`config.mk`:
```
export PLATFORM = sky130hd
export DESIGN_NAME = leaf_router
export DESIGN_NICKNAME = d
export VERILOG_FILES = /design/src/rtl/leaf_router.sv
export SDC_FILE = /design/constraint.sdc
export NUM_CORES = 1
export LEC_CHECK = 0
export ABC_AREA = 1
export ABC_CLOCK_PERIOD_IN_PS = 4300
export CAP_MARGIN = 20
export CORE_AREA = 4 4 252 254
export CTS_BUF_LIST = sky130_fd_sc_hd__clkbuf_4 sky130_fd_sc_hd__clkbuf_8
export CTS_CLUSTER_DIAMETER = 60
export DETAILED_ROUTE_END_ITERATION = 6
export DIE_AREA = 0 0 256 258
export GPL_TIMING_DRIVEN = 0
export HOLD_SLACK_MARGIN = 0.03
export PLACE_DENSITY = 0.71
export RECOVER_POWER = 100
export SLEW_MARGIN = 20
export SYNTH_ARGS = -nofsm -noshare
export SYNTH_HDL_FRONTEND = slang
export SYNTH_SLANG_ARGS = --single-unit
export TNS_END_PERCENT = 10
```
`constraint.sdc`:
```
create_clock -name clk -period 4.3 [get_ports clk]
set_input_delay 0.86 -clock clk [delete_from_list [all_inputs] [get_ports clk]]
set_output_delay 0.86 -clock clk [all_outputs]
set_load 0.03 [all_outputs]
```
`src/rtl/leaf_router.sv`:
```
// Group leaf router: five input FIFOs (four local NIs plus the spine uplink) feeding
// five round-robin arbitrated output registers, routed on the 6-bit flit header.
module leaf_router #(
   parameter int GROUP_ID = 4,
   parameter int DATA_W   = 16,
   parameter int IN_DEPTH = 4
) (
   input  logic                clk,
   input  logic                reset,
   input  logic [4*DATA_W-1:0] leaf_data_in,
   input  logic [3:0]          leaf_valid_in,
   output logic [3:0]          leaf_ready_out,
   output logic [4*DATA_W-1:0] leaf_data_out,
   output logic [3:0]          leaf_valid_out,
   input  logic [DATA_W-1:0]   up_data_in,
   input  logic                up_valid_in,
   output logic                up_ready_out,
   output logic [DATA_W-1:0]   up_data_out,
   output logic                up_valid_out,
   input  logic                up_ready_in,
   output logic [7:0]          drop_count
);

   localparam int         NP  = 5;
   localparam int         UP  = 4;
   localparam int         PW  = $clog2(IN_DEPTH);
   localparam int         CW  = PW + 1;
   localparam logic [3:0] GID = 4'(GROUP_ID);

   function automatic logic [7:0] sat_inc8(input logic [7:0] v);
      return (v == 8'hFF) ? v : v + 8'd1;
   endfunction

   function automatic logic [2:0] rr_next(input logic [2:0] w);
      return (w == 3'(NP - 1)) ? 3'd0 : w + 3'd1;
   endfunction

   logic [DATA_W-1:0] r_mem_p0  [NP][IN_DEPTH];
   logic [PW-1:0]     r_wptr_p0 [NP];
   logic [PW-1:0]     r_rptr_p0 [NP];
   logic [CW-1:0]     r_cnt_p0  [NP];
   logic [NP-1:0]     r_rdy_p0;
   logic [2:0]        r_rr_ptr  [NP];
   logic [DATA_W-1:0] r_dout_p1 [NP];
   logic [NP-1:0]     r_vld_p1;
   logic [7:0]        r_drop;

   logic [DATA_W-1:0] w_din     [NP];
   logic [NP-1:0]     w_vin;
   logic [DATA_W-1:0] w_head    [NP];
   logic [NP-1:0]     w_local;
   logic [2:0]        w_dest    [NP];
   logic [NP-1:0]     w_req;
   logic [NP-1:0]     w_push;
   logic [NP-1:0]     w_pop;
   logic              w_drop;
   logic [NP-1:0]     w_gnt_vld;
   logic [2:0]        w_gnt_idx [NP];
   logic [CW-1:0]     w_cnt_nxt [NP];

   always_comb begin
      for (int i = 0; i < 4; i++) w_din[i] = leaf_data_in[i*DATA_W +: DATA_W];
      w_din[UP] = up_data_in;
      w_vin     = {up_valid_in, leaf_valid_in};
   end

   // p0: FIFO heads, routing decision and misroute detection on the uplink input
   always_comb begin
      for (int i = 0; i < NP; i++) begin
         w_head[i]  = r_mem_p0[i][r_rptr_p0[i]];
         w_local[i] = (w_head[i][DATA_W-1 -: 4] == GID);
         w_dest[i]  = w_local[i] ? {1'b0, w_head[i][DATA_W-5 -: 2]} : 3'(UP);
         w_req[i]   = (r_cnt_p0[i] != '0) && (w_local[i] || i != UP);
         w_push[i]  = w_vin[i] && (r_cnt_p0[i] < CW'(IN_DEPTH));
      end
      w_drop = (r_cnt_p0[UP] != '0) && !w_local[UP];
   end

   always_comb begin
      int idx;
      idx   = 0;
      w_pop = '0;
      for (int o = 0; o < NP; o++) begin
         w_gnt_vld[o] = 1'b0;
         w_gnt_idx[o] = '0;
         for (int k = 0; k < NP; k++) begin
            idx = int'(r_rr_ptr[o]) + k;
            if (idx >= NP) idx = idx - NP;
            if (!w_gnt_vld[o] && w_req[idx] && (w_dest[idx] == 3'(o)) &&
                (o != UP || up_ready_in)) begin
               w_gnt_vld[o] = 1'b1;
               w_gnt_idx[o] = 3'(idx);
               w_pop[idx]   = 1'b1;
            end
         end
      end
      w_pop[UP] = w_pop[UP] | w_drop;
   end

   always_comb begin
      for (int i = 0; i < NP; i++) begin
         case ({w_push[i], w_pop[i]})
            2'b10:   w_cnt_nxt[i] = r_cnt_p0[i] + CW'(1);
            2'b01:   w_cnt_nxt[i] = r_cnt_p0[i] - CW'(1);
            default: w_cnt_nxt[i] = r_cnt_p0[i];
         endcase
      end
   end

   always_ff @(posedge clk) begin
      for (int i = 0; i < NP; i++)
         if (w_push[i]) r_mem_p0[i][r_wptr_p0[i]] <= w_din[i];
   end

   // p1: output registers and arbiter pointers
   always_ff @(posedge clk) begin
      if (reset) begin
         for (int i = 0; i < NP; i++) begin
            r_wptr_p0[i] <= '0;
            r_rptr_p0[i] <= '0;
            r_cnt_p0[i]  <= '0;
            r_rr_ptr[i]  <= '0;
            r_dout_p1[i] <= '0;
         end
         r_rdy_p0 <= '1;
         r_vld_p1 <= '0;
         r_drop   <= '0;
      end else begin
         for (int i = 0; i < NP; i++) begin
            if (w_push[i]) r_wptr_p0[i] <= r_wptr_p0[i] + PW'(1);
            if (w_pop[i])  r_rptr_p0[i] <= r_rptr_p0[i] + PW'(1);
            r_cnt_p0[i] <= w_cnt_nxt[i];
            r_rdy_p0[i] <= (w_cnt_nxt[i] <= CW'(IN_DEPTH - 2));
            r_vld_p1[i] <= w_gnt_vld[i];
            if (w_gnt_vld[i]) begin
               r_dout_p1[i] <= w_head[w_gnt_idx[i]];
               r_rr_ptr[i]  <= rr_next(w_gnt_idx[i]);
            end
         end
         if (w_drop) r_drop <= sat_inc8(r_drop);
      end
   end

   always_comb begin
      leaf_data_out = '0;
      for (int o = 0; o < 4; o++) leaf_data_out[o*DATA_W +: DATA_W] = r_dout_p1[o];
   end

   assign leaf_valid_out = r_vld_p1[3:0];
   assign leaf_ready_out = r_rdy_p0[3:0];
   assign up_data_out    = r_dout_p1[UP];
   assign up_valid_out   = r_vld_p1[UP];
   assign up_ready_out   = r_rdy_p0[UP];
   assign drop_count     = r_drop;

endmodule

```
==> results.sh, run 1 <==
export IMPL_status="finished with violations"
export IMPL_violations="DRC, setup timing"
export IMPL_die_w_um=256
export IMPL_cp_start_kind="flop"
export IMPL_slew_headroom=0.2963
export IMPL_die_y_um=258
export IMPL_drcViolationCount=14
export IMPL_crit_family="simple AND/OR/NAND/NOR gates"
export IMPL_ys_ff_latch=468
export IMPL_h_tree_depth=3
export IMPL_synth_area_top_cells="edfxtp_1, nand2_1, nand3_1, nor2_1, inv_1"
export IMPL_grt_use_total=0.3205
export IMPL_dpl_worst_slack_ps=-1242
export IMPL_crit_path_top_delay_cell="edfxtp_1"
export IMPL_start_util=0.4943
export IMPL_drt_iter0_markers=3418
export IMPL_wl_um=113500
export IMPL_rsz0062_at_grt="yes"
export IMPL_worst_ep_arrival_time_ps=4830
export IMPL_area_growth_pct=29.59
export IMPL_yosys_warnings=0
export IMPL_clk_pin_slew_ps=70
export IMPL_synth_cells=3847
export IMPL_min_period_over_period=1.000
export IMPL_ys_types=62
export IMPL_synth_nets=4043
export IMPL_seq_area_frac_synth=0.4532
export IMPL_grt_pass1_vias=27380
export IMPL_tightest_slew_ps=1056
export IMPL_crit_top_cell="nand2_2"
export IMPL_num_vias=30180
export IMPL_syn_area_um2=30280
export IMPL_die_area_um2=66050
export IMPL_maxCapViolations=0
export IMPL_core_rowCount=91
export IMPL_yosysTopAreaCellShare=0.4314
export IMPL_drv_slew=0
export IMPL_skew_ps=23.20
export IMPL_dr_pass1_iters=7
export IMPL_cts_max_path_buffers=3
export IMPL_worstReg2RegStart="r_rptr_p0[0][4]$_SDFFCE_PP0P_"
export IMPL_cts_inserted_buffers=75
export IMPL_min_path_type="reg2reg"
export IMPL_antenna_left=0
export IMPL_vias_per_cell=5.802
export IMPL_drive_above_1_share=0.2429
export IMPL_num_nets_final=4547
export IMPL_startpoint="r_rptr_p0[0][4]$_SDFFCE_PP0P_"
export IMPL_cp_data_required_time_ps=4830
export IMPL_grt_start_max_net_pins=20
export IMPL_wl_per_cell_um=21.83
export IMPL_dp_cells=4843
export IMPL_min_period_ps=4302
export IMPL_core_region_area_um2=61260
export IMPL_cp_end_kind="flop"
export IMPL_wl_met1_um=42670
export IMPL_crit_type="reg2reg"
export IMPL_worst_path_largest_cell_delay_ps=440
export IMPL_top_signal_layer_used="met5"
export IMPL_synthTopCellsByCount="nand2_1, edfxtp_1, nor2_1, nand3_1, inv_1"
export IMPL_tns_ps=-2.104
export IMPL_dpl_cell_area_um2=33440
export IMPL_wl_met3_um=10620
export IMPL_clock_sinks=468
export IMPL_synth_edff_count=435
export IMPL_synthMostInstantiatedCell="nand2_1"
export IMPL_antenna_found_initial=2
export IMPL_holdCritStartpoint="drop_count[1]$_SDFFE_PP0P_"
export IMPL_synth_area_leader_cell="edfxtp_1"
export IMPL_avgSynthCellArea_um2=7.871
export IMPL_ys_flop_type="edfxtp_1"
export IMPL_ios=186
export IMPL_placement_io_buffers=185
export IMPL_instances_no_fill=5201
export IMPL_dpl_hpwl_um=82400
export IMPL_cts_tree="yes"
export IMPL_hold_viol_final=0
export IMPL_worst_slack_ps=-2.104
export IMPL_setup_viol=1
export IMPL_clk_latency_ps=650
export IMPL_grt_pass1_wl_um=162300
export IMPL_async_flop_share=0
export IMPL_fmax_mhz=232.4
export IMPL_grt_overflow_total=0
export IMPL_critPathBufInv=6
export IMPL_crit_path_max_fanout=10
export IMPL_stdcell_area_um2=39240
export IMPL_routabilityCongestion=1.045
export IMPL_hold_buffers=0
export IMPL_route_met2_wl_um=52190
export IMPL_cts_root_buf="clkbuf_8"
placed cells by master (no fill, tap or decap), types with 65 or more instances in the layout:
| master | n |
|---|---|
| o21ai_0 | 165 |
| nand3_1 | 306 |
| dlygate4sd3_1 | 84 |
| buf_6 | 65 |
| inv_1 | 296 |
| clkbuf_8 | 78 |
| nand2_1 | 1044 |
| nand4_1 | 69 |
| inv_2 | 67 |
| nand2_2 | 118 |
| buf_4 | 198 |
| a21oi_1 | 115 |
| clkdlybuf4s50_1 | 101 |
| edfxtp_1 | 435 |
| nor2_1 | 338 |
worst min-delay path, cell delays in order (launching register included):
cell and delay [ps]:
dfxtp_1 320, inv_1 70, a21oi_1 60
logic make-up (layout without fill, tap and decap cells):
logic type / Yosys count / in the layout / share of synthesized area
AO/OA/AOI/OAI: 512 / 512 / 0.09864
XOR/XNOR: 21 / 21 / 0.006323
adder cells (fa/ha/maj): 108 / 108 / 0.04711
buffers and inverters: 532 / 1092 / 0.07682
flip-flops: 468 / 468 / 0.4532
multiplexers: 11 / 11 / 0.003637
other: 0 / 1 / 0
AND/OR/NAND/NOR: 2195 / 2198 / 0.3143
per-layer routing:
metal  vias up  global-route usage
li1      13960                   -
met1     14170              0.3956
met2      1580              0.5248
met3       463             0.06796
met4         2              0.1827
met5         -                   0
path summary, 6_finish.rpt:
kind | end | slack [ps] | depth (start not counted)
worst max register to register | r_rdy_p0[2]$_SDFF_PP1_ | -2 | 30
worst min-delay path | drop_count[1]$_SDFFE_PP0P_ | 500 | 2
worst max-delay path | r_rdy_p0[2]$_SDFF_PP1_ | -2 | 30
worst min register to register | drop_count[1]$_SDFFE_PP0P_ | 500 | 2
state kept, by name (all words and copies together) (netlist names):
signal,cells
r_rptr_p0,10
r_vld_p1,5
r_rr_ptr,15
r_rdy_p0,5
r_mem_p0,320
r_cnt_p0,15
drop_count,8
r_wptr_p0,10
r_dout_p1,80
final cells by class:
class | count | area, um2
multi-input cells | 2850 | 16400
clock inverters | 38 | 300.3
plain buffers | 130 | 927.1
flip-flops and latches | 468 | 13720
clock buffers | 98 | 1224
well taps | 790 | 988.4
diodes | 1 | 2.502
fillers | 5158 | 22020
inverters | 398 | 1608
repair buffers | 428 | 4065
through the flow:
stage,hold WS [ps],utilization
2_1_floorplan,510.8,-
3_3_place_gp,491.8,0.5407
3_5_place_dp,491.9,0.5460
4_1_cts,501.4,0.5992
5_1_grt,533.3,0.6406
6_report,499.5,0.6406
timing repair:
action                                 in CTS  in global routing
cloned                                      1                  7
gates resized for setup                   254                447
endpoints found under the hold margin       0                  0
pin swaps                                  61                182
setup endpoints to repair                 229                221
buffers inserted                          101                116
Power of run 1 is left out: the tool's default activity adds up to more than one toggle a clock period on the data nets, which glitch-free logic cannot reach.
==> run 2: changes to the inputs <==
--- a/config.mk
+++ b/config.mk
@@ -8,14 +8,16 @@
 export ABC_AREA = 1
 export ABC_CLOCK_PERIOD_IN_PS = 4300
 export CAP_MARGIN = 20
-export CORE_AREA = 4 4 252 254
+export CELL_PAD_IN_SITES_DETAIL_PLACEMENT = 1
+export CELL_PAD_IN_SITES_GLOBAL_PLACEMENT = 2
+export CORE_AREA = 4 4 304 306
 export CTS_BUF_LIST = sky130_fd_sc_hd__clkbuf_4 sky130_fd_sc_hd__clkbuf_8
 export CTS_CLUSTER_DIAMETER = 60
 export DETAILED_ROUTE_END_ITERATION = 6
-export DIE_AREA = 0 0 256 258
+export DIE_AREA = 0 0 308 310
 export GPL_TIMING_DRIVEN = 0
-export HOLD_SLACK_MARGIN = 0.03
-export PLACE_DENSITY = 0.71
+export HOLD_SLACK_MARGIN = 0.02
+export PLACE_DENSITY_LB_ADDON = 0.1
 export RECOVER_POWER = 100
 export SLEW_MARGIN = 20
 export SYNTH_ARGS = -nofsm -noshare
==> run 2 against run 1 <==
Die area rose by 45%; via count down 0.54%; hold slack worse by 4.6 ps; the flow finishes with violations (capacitance limit, slew limit, setup timing); critical path depth is 1 higher; utilization shrank 18 points; register-to-register slack lost 80 ps; count of clock-buffer cells in the layout down 1; critical path type unchanged; sequential share of layout area decreased by 1.5 points.
==> results.sh, run 2 (synthesis gave the netlist of run 1 again) <==
export IMPL_status="finished with violations"
export IMPL_violations="capacitance limit, slew limit, setup timing"
export IMPL_cp_data_required_time_ps=4870
export IMPL_crit_path_top_delay_cell="edfxtp_1"
export IMPL_grt_overflow_total=0
export IMPL_largest_register_ffs=320
export IMPL_min_period_ps=4379
export IMPL_num_nets_final=4647
export IMPL_worstReg2RegStart="r_rr_ptr[0][9]$_SDFFCE_PP0P_"
export IMPL_crit_path_max_fanout=6
export IMPL_dr_pass1_iters=5
export IMPL_worst_slack_ps=-79.14
export IMPL_wl_um=135600
export IMPL_stdcell_area_um2=40970
export IMPL_startpoint="r_rr_ptr[0][9]$_SDFFCE_PP0P_"
export IMPL_placement_io_buffers=185
export IMPL_worst_ep_arrival_time_ps=4940
export IMPL_holdCritStartpoint="drop_count[3]$_SDFFE_PP0P_"
export IMPL_dpl_cell_area_um2=33960
export IMPL_vias_per_cell=5.281
export IMPL_clock_sinks=468
export IMPL_die_y_um=310
export IMPL_dp_cells=5228
export IMPL_cp_start_kind="flop"
export IMPL_area_growth_pct=35.31
export IMPL_final_cell_mix="nand2_1, edfxtp_1, nor2_1, nand3_1, inv_1"
export IMPL_grt_start_max_net_pins=20
export IMPL_hold_buffers=0
export IMPL_dpl_hpwl_um=100500
export IMPL_cts_root_buf="clkbuf_8"
export IMPL_crit_top_cell="nor2_4"
export IMPL_setup_viol=4
export IMPL_drive_above_1_share=0.2673
export IMPL_min_period_over_period=1.018
export IMPL_grt_use_total=0.2744
export IMPL_start_util=0.3379
export IMPL_antenna_left=0
export IMPL_tightest_slew_ps=2060
export IMPL_die_w_um=308
export IMPL_grt_pass1_vias=29940
export IMPL_fillers=10600
export IMPL_ios=186
export IMPL_maxCapViolations=1
export IMPL_rsz0062_at_grt="yes"
export IMPL_drt_iter0_markers=2052
export IMPL_skew_ps=48.64
export IMPL_core_region_area_um2=89600
export IMPL_core_rowCount=110
export IMPL_die_area_um2=95480
export IMPL_worst_path_largest_cell_delay_ps=550
export IMPL_min_path_type="reg2reg"
export IMPL_drv_slew=11
export IMPL_cts_max_path_buffers=3
export IMPL_num_vias=30010
export IMPL_wl_per_cell_um=23.86
export IMPL_crit_type="reg2reg"
export IMPL_final_common_cell="nand2_1"
export IMPL_hold_slack_ps=494.9
export IMPL_fmax_mhz=228.4
export IMPL_clk_pin_slew_ps=60
export IMPL_clk_latency_ps=680
export IMPL_drcViolationCount=0
export IMPL_slew_headroom=-0.3824
export IMPL_cts_tree="yes"
export IMPL_cts_inserted_buffers=82
export IMPL_routabilityCongestion=0.9339
export IMPL_grt_pass1_wl_um=195000
export IMPL_antenna_found_initial=2
export IMPL_instances_no_fill=5683
export IMPL_cp_end_kind="flop"
export IMPL_h_tree_depth=3
export IMPL_hold_viol_final=0
==> run 2: cell types whose count changed in the layout (fill, tap and decap cells not counted), moves of 16 or more <==
cell	previous run	this run
buf_4	198	284
clkbuf_1	31	50
dlygate4sd3_1	84	184
nor2_4	45	64
clkdlybuf4s50_1	101	1
nand2_1	1044	1028
==> run 2: stage by stage <==
step                      setup WS (ps)  TNS [ps]  utilization
after CTS                        -55.22    -80.92       0.4347
after global routing             -249.5     -3129       0.4572
after detailed placement          -1472   -216420       0.3790
after global placement            -2244   -288540       0.3750
final                            -79.14    -255.8       0.4573
after floorplan                   123.0         0            -
==> run 2: layer usage <==
metal | share of wire | global-route usage | vias to the layer above
met1 | 0.43 | 0.3567 | 14860
met2 | 0.48 | 0.4727 | 764
met5 | 0 | 0 | -
met4 | 0.048 | 0.1094 | 0
li1 | - | - | 14130
met3 | 0.042 | 0.02729 | 261
==> run 2: what timing repair did <==
action	4_1_cts	5_1_grt
pin swaps	118	153
buffers inserted	195	121
gates resized for setup	468	371
endpoints found under the setup margin	232	215
cloned	1	2
==> run 2: critical path: cells and delay by family, from the launching register on <==
family | cells | cell delay, ps
simple gates | 15 | 1470
compound gates | 5 | 670
buf+inv | 6 | 550
xor+xnor | 1 | 130
flops | 1 | 550
fa+ha+maj | 4 | 880
==> run 2: worst paths after layout <==
path | end | slack, ps | cells past startpoint
max | r_rdy_p0[2]$_SDFF_PP1_ | -80 | 31
min | drop_count[3]$_SDFFE_PP0P_ | 490 | 1
max reg2reg | r_rdy_p0[2]$_SDFF_PP1_ | -80 | 31
min reg2reg | drop_count[3]$_SDFFE_PP0P_ | 490 | 1
==> run 2: cell type report <==
| cell class | count | area (um2) | area share |
|---|---|---|---|
| Clock inverter | 40 | 355.3 | 0.008673 |
| Tap cell | 1176 | 1471 | 0.03591 |
| Sequential cell | 468 | 13720 | 0.3350 |
| Timing Repair Buffer | 523 | 4673 | 0.1141 |
| Clock buffer | 97 | 1241 | 0.03030 |
| Buffer | 130 | 954.7 | 0.02330 |
| Multi-Input combinational cell | 2848 | 16890 | 0.4123 |
| Inverter | 398 | 1653 | 0.04034 |
| Antenna cell | 3 | 7.507 | 0.0001832 |
Power of run 2 is left out for the same reason.
